--- config.mk ---
export PLATFORM = sky130hd
export DESIGN_NAME = down_counter_timer
export DESIGN_NICKNAME = d
export VERILOG_FILES = /design/src/rtl/down_counter_timer.sv
export SDC_FILE = /design/constraint.sdc
export NUM_CORES = 1
export LEC_CHECK = 0
export BUFFER_PORTS_ARGS = -buffer_cell sky130_fd_sc_hd__buf_2
export CORE_MARGIN = 2
export CORE_UTILIZATION = 40
export CTS_BUF_LIST = sky130_fd_sc_hd__clkbuf_16
export DETAILED_ROUTE_END_ITERATION = 12
export SLEW_MARGIN = 30
export SYNTH_ARGS = -nofsm -noshare
export SYNTH_HDL_FRONTEND = slang
export SYNTH_SLANG_ARGS = --single-unit
--- constraint.sdc ---
create_clock -name CLK -period 6.92 [get_ports CLK]
set_input_delay 1.038 -clock CLK [delete_from_list [all_inputs] [get_ports CLK]]
set_output_delay 1.038 -clock CLK [all_outputs]
set_load 0.02 [all_outputs]
--- src/rtl/down_counter_timer.sv ---
// down_counter_timer: loadable countdown timer with done flag and optional auto-reload.
module down_counter_timer #(
    parameter int COUNTER_WIDTH = 16
) (
    input  logic                     CLK,
    input  logic                     RST,
    input  logic                     load_i,
    input  logic [COUNTER_WIDTH-1:0] load_value_i,
    input  logic                     start_i,
    input  logic                     stop_i,
    input  logic                     decrement_i,
    input  logic                     auto_reload_i,
    output logic [COUNTER_WIDTH-1:0] counter_o,
    output logic                     busy_o,
    output logic                     done_o,
    output logic                     expire_o
);
    typedef enum logic [1:0] {IDLE, RUN, PAUSE, DONE} state_t;
    state_t state_q, state_d;
    logic [COUNTER_WIDTH-1:0] reload_q, reload_d, count_d;
    logic expire_d;
    logic last;
    assign last = counter_o == COUNTER_WIDTH'(1);
    assign busy_o = (state_q == RUN) || (state_q == PAUSE);
    assign done_o = state_q == DONE;
    always_comb begin
        state_d = state_q;
        count_d = counter_o;
        reload_d = reload_q;
        expire_d = 1'b0;
        if (load_i) begin
            count_d = load_value_i;
            reload_d = load_value_i;
            state_d = IDLE;
        end else begin
            case (state_q)
                IDLE: if (!stop_i && start_i && counter_o != '0) state_d = RUN;
                RUN: begin
                    if (stop_i) begin
                        state_d = PAUSE;
                    end else if (decrement_i && last) begin
                        expire_d = 1'b1;
                        state_d = auto_reload_i ? RUN : DONE;
                        count_d = auto_reload_i ? reload_q : '0;
                    end else if (decrement_i && counter_o != '0) begin
                        count_d = counter_o - 1'b1;
                    end
                end
                PAUSE: if (!stop_i && start_i) state_d = RUN;
                DONE: begin
                    if (stop_i) begin
                        state_d = IDLE;
                    end else if (start_i && reload_q != '0) begin
                        state_d = RUN;
                        count_d = reload_q;
                    end
                end
                default: state_d = IDLE;
            endcase
        end
    end
    always_ff @(posedge CLK) begin
        if (RST) begin
            state_q <= IDLE;
            counter_o <= '0;
            reload_q <= '0;
            expire_o <= 1'b0;
        end else begin
            state_q <= state_d;
            counter_o <= count_d;
            reload_q <= reload_d;
            expire_o <= expire_d;
        end
    end
endmodule

**Word level (Yosys, flattened, before mapping)**

Index checks and enable logic that the tools add are counted.

- Add/subtract/negate cells: 1
- Equal/unequal tests: 12
- Muxes and demuxes: 17
- Bitwise operators: 1
- Reductions and logical operators: 15

Operator list:

| cell | number |
|---|---|
| $mux W16 | 7 |
| $pmux W16 S2 | 1 |
| $reduce_bool A16 Y1 | 2 |
| $eq A16 B1 Y1 const B | 1 |
| $sub A16 B1 Y16 const B | 1 |
| $mux W2 | 7 |
| $ne A3 B2 Y1 const B | 3 |
| $pmux W2 S4 | 1 |
| $ne A3 B3 Y1 const B | 2 |
| $logic_and A1 B1 Y1 | 5 |
| $reduce_and A5 Y1 | 1 |
| $eq A2 B2 Y1 const B | 2 |
| $ne A4 B2 Y1 const B | 1 |
| $reduce_and A4 Y1 | 1 |
| $reduce_or A4 Y1 | 1 |
| $reduce_bool A3 Y1 | 1 |
| $eq A2 B1 Y1 const B | 1 |
| $logic_not A2 Y1 | 1 |
| $ne A2 B1 Y1 const B | 1 |
| $ne A2 B2 Y1 const B | 1 |
| $reduce_or A2 Y1 | 1 |
| $logic_not A1 Y1 | 1 |
| $logic_or A1 B1 Y1 | 1 |
| $mux W1 | 1 |
| $not A1 Y1 | 1 |

- Register bits: 35
- Input bits: 23
- Output and inout port bits: 19

**Longest topological paths before layout**

- Depth after elaboration: 7
- Mapped depth: 10
- Depth with buffers taken out: 8

**Worst setup path after synthesis**

Ideal clock, no wire load.

- Path kind: input to register
- Start: input port decrement_i
- End: register counter_o[7]
- Arrival: 2.852 ns
- Required time: 6.777 ns
- Path slack: 3.924 ns
- Stages on the path: 7
- Buffers on the path: 1
- Cell sequence: or4bb_1 -> or4_4 -> buf_6 -> o211ai_2 -> o21ai_0 -> a2111oi_0 -> a2111oi_1

- Word-level cells in the longest chain between the ends: 5

RTL lines:

| element | line | RTL |
|---|---|---|
| start: declaration | 11 | `input logic decrement_i,` |
| $logic_and A1 B1 Y1 | 41 | `end else if (decrement_i && last) begin` |
| $mux W16 | 41 |  |
| $mux W16 | 39 | `if (stop_i) begin` |
| $pmux W16 S2 | 36 | `case (state_q)` |
| $mux W16 | 31 | `if (load_i) begin` |
| end signal: assignment | 70 | `counter_o <= count_d;` |
| end: declaration | 13 | `output logic [COUNTER_WIDTH-1:0] counter_o,` |

Parallel ways exist; a longest one is shown, timed or not. The select of a mux whose other input is x is not followed.
A chain may end at the register's enable or synchronous reset.

**Worst setup path after layout**

- Start: input port decrement_i
- End: register counter_o[14]

Same word-level chain as after synthesis.

==> out/metrics.yaml <==
sta:
  slew_headroom: 0.419
  setup_tns_ns: 0
  fin_crit_sh: 0.440
  finalHoldViolCount: 0
  drv_slew: 0
  tightestPinTransition_ns: 0.871
  max_freq_ghz: 0.328
  rsz0062_at_grt: "false"
  setup_viol: 0
  clock_skew_ns: 0.00434
  fin_crit_ns: 3.05
pwr:
  total_power_mw: 0.561
  p_sw_frac: 0.299
  power_leakage_nw: 1.05
  clkPwrFrac: 0.373
  intPower_mw: 0.393
  seqPwrFrac: 0.416
  p_per_area_nw_per_um2: 224
  combPwrFrac: 0.211
  p_switching_mw: 0.167
  ir_drop_uv: 106
grt:
  grt_use_met1: 0.306
  grt_overflow: 0
  grt_pass1_wl_mm: 10.3
  use_met2: 0.337
  antenna_found_initial: 0
  grt_max_degree: 48
  grt_pass1_vias: 2045
  use_met3: 0.0482
  grt_usage: 0.220
  busiest_layer: "met2"
floorplanning:
  fp.dieH_um: 77.2
  start_util: 0.417
  die_area_um2: 5960
  fp.coreArea_um2: 5140
  ios: 42
  num_rows: 26
  die-width_um: 77.2
synthesis:
  synth_edf_count: 0
  postSynthCellCount: 260
  synth_fp_nets: 289
  yosysUniqueCellTypes: 58
  syn_area_um2: 2140
  synth.avg_cell_area_um2: 8.24
  ys_warn_count: 0
  ys_seq_elements: 35
  yosysSeqAreaShare: 0.327
  synthFlopType: "dfxtp_1"
  async_reset_ff_frac: 0
route:
  viasPerCell: 5.97
  initialDrtViolationCount: 227
  vias: 2184
  wl_per_cell_um: 17.1
  drtPass1Iterations: 5
  antenna_left: 0
  drc: 0
  wl_mm: 6.25
clock_tree:
  cts_resized: 0
  cts_buffers: 5
  path_clk_slew_ns: 0.05
  hold_buffers: 0
  worstSkewPairLatency_ns: 0.28
  cts_setup_buffers: 0
  cts.sinks: 35
  clock-root-buffer: "clkbuf_16"
  tritoncts: "yes"
  clockBufferDepth: 2
  cts_max_level: 2
finish:
  fillCellCount: 546
  final_core_util: 0.488
  nNetsFinal: 324
  syn_to_final_growth_pct: 17.1
  drive_gt1_frac: 0.226
  n_antenna_cell: 0
setup_path:
  cp.required_ns: 7.10
  crit_type: "in -> reg"
  cp-end-kind: "flip-flop"
  cp_max_fo: 13
  ff2ff_path_depth: 6
  worstPathArrival_ns: 3.22
  critPathLaunchType: "input pin"
worst_hold_path:
  hold_depth: 2
  worstHoldPathType: "reg -> reg"
placement:
  dp_hpwl_mm: 4.36
  io_buffers: 41
  gp_congestion: 0.950
flow_run:
  drv_cap: 0
outcome:
  status: "complete, no violations"
-- final timing paths --
path                                   start  slack (ns)            end
worst max-delay path             decrement_i        3.87  counter_o[14]
worst min-delay path             reload_q[8]        0.50    reload_q[8]
worst max register to register  counter_o[0]        4.20  counter_o[14]
worst min register to register   reload_q[8]        0.50    reload_q[8]
-- cell usage after synthesis, drive strengths merged, types with 2 or more instances --
master / number / share of area
dfxtp: 35 / 0.33
nand2: 25 / 0.046
a21oi: 21 / 0.049
nor2: 20 / 0.035
o21ai: 20 / 0.047
inv: 16 / 0.028
nand2b: 12 / 0.035
nor4: 9 / 0.029
a221oi: 8 / 0.036
buf: 7 / 0.024
clkbuf: 7 / 0.012
nor3: 7 / 0.016
a2111oi: 6 / 0.040
ha: 6 / 0.035
mux2i: 6 / 0.028
o22ai: 6 / 0.018
nand3: 4 / 0.0093
or4: 4 / 0.019
xnor2: 4 / 0.016
xor2: 3 / 0.012
a211o: 2 / 0.0082
a31oi: 2 / 0.0058
a32oi: 2 / 0.0082
nand4b: 2 / 0.0082
o2bb2ai: 2 / 0.0082
or3: 2 / 0.0064
-- per-stage QoR --
step | cells | hold slack [ns] | setup WS [ns] | instance area, um^2
2_1_floorplan | 260 | 0.455 | 3.92 | 2140
3_3_place_gp | 358 | 0.490 | 3.74 | 2360
3_5_place_dp | 358 | 0.490 | 3.63 | 2360
4_1_cts | 366 | 0.504 | 3.92 | 2500
5_1_grt | 366 | 0.527 | 3.73 | 2510
6_report | 366 | 0.497 | 3.87 | 2510
-- per-layer routing --
metal  share of wire  up-vias
li1                -     1038
met1            0.48     1051
met2            0.45       82
met3           0.055       13
met4           0.022        0
met5               0        -
-- registers in the layout, indices dropped and copies added (netlist names) --
signal,count
expire_o,1
counter_o,16
state_q,2
reload_q,16
-- layout by cell type, fill, tap and decap left out, types with 3 or more instances in the layout --
cell type and n:
buf_2 41, dfxtp_1 35, nand2_1 23, a21oi_1 21
nor2_1 20, o21ai_0 20, inv_1 18, nand2b_1 12
nor4_1 7, nor3_1 7, a221oi_1 7, mux2i_1 6
o22ai_1 6, ha_1 6, clkbuf_16 5, nand3_1 4
xnor2_1 4, or4_4 3, xor2_1 3
-- kinds of logic (layout without fill, tap and decap cells) --
family          after synthesis  in the layout  share of synthesized area
mux                           6              6                     0.0280
flops                        35             35                      0.327
xor+xnor                      7              7                     0.0286
fa+ha+maj                     6              6                     0.0350
compound gates               81             81                      0.274
buf+inv                      30             66                     0.0643
simple gates                 95             95                      0.243
-- power groups by stage --
stage | Sequential [mW] | Combinational (mW) | Clock, mW
after floorplan | 0.239 | 0.0773 | 0
after global placement | 0.237 | 0.116 | 0
after detailed placement | 0.236 | 0.116 | 0
after CTS | 0.232 | 0.117 | 0.214
after global routing | 0.235 | 0.131 | 0.225
final | 0.233 | 0.118 | 0.209
-- area by class of cell --
class                   instances  area, um^2  area share
clock inverters                 3        12.5     0.00499
well taps                      70        87.6      0.0349
repair buffers                 42         213      0.0848
multi-input cells             195        1310       0.522
inverters                      16        60.1      0.0239
flip-flops and latches         35         701       0.279
clock buffers                   5         125      0.0499
-- critical path, stage by stage --
cell and delay, ns:
buf_2 0.08, or4bb_1 0.53, nor4_2 0.44, a21o_1 0.56
a2111oi_0 0.25, a2111oi_2 0.31
No activity file was read; power rests on OpenSTA's default activity.
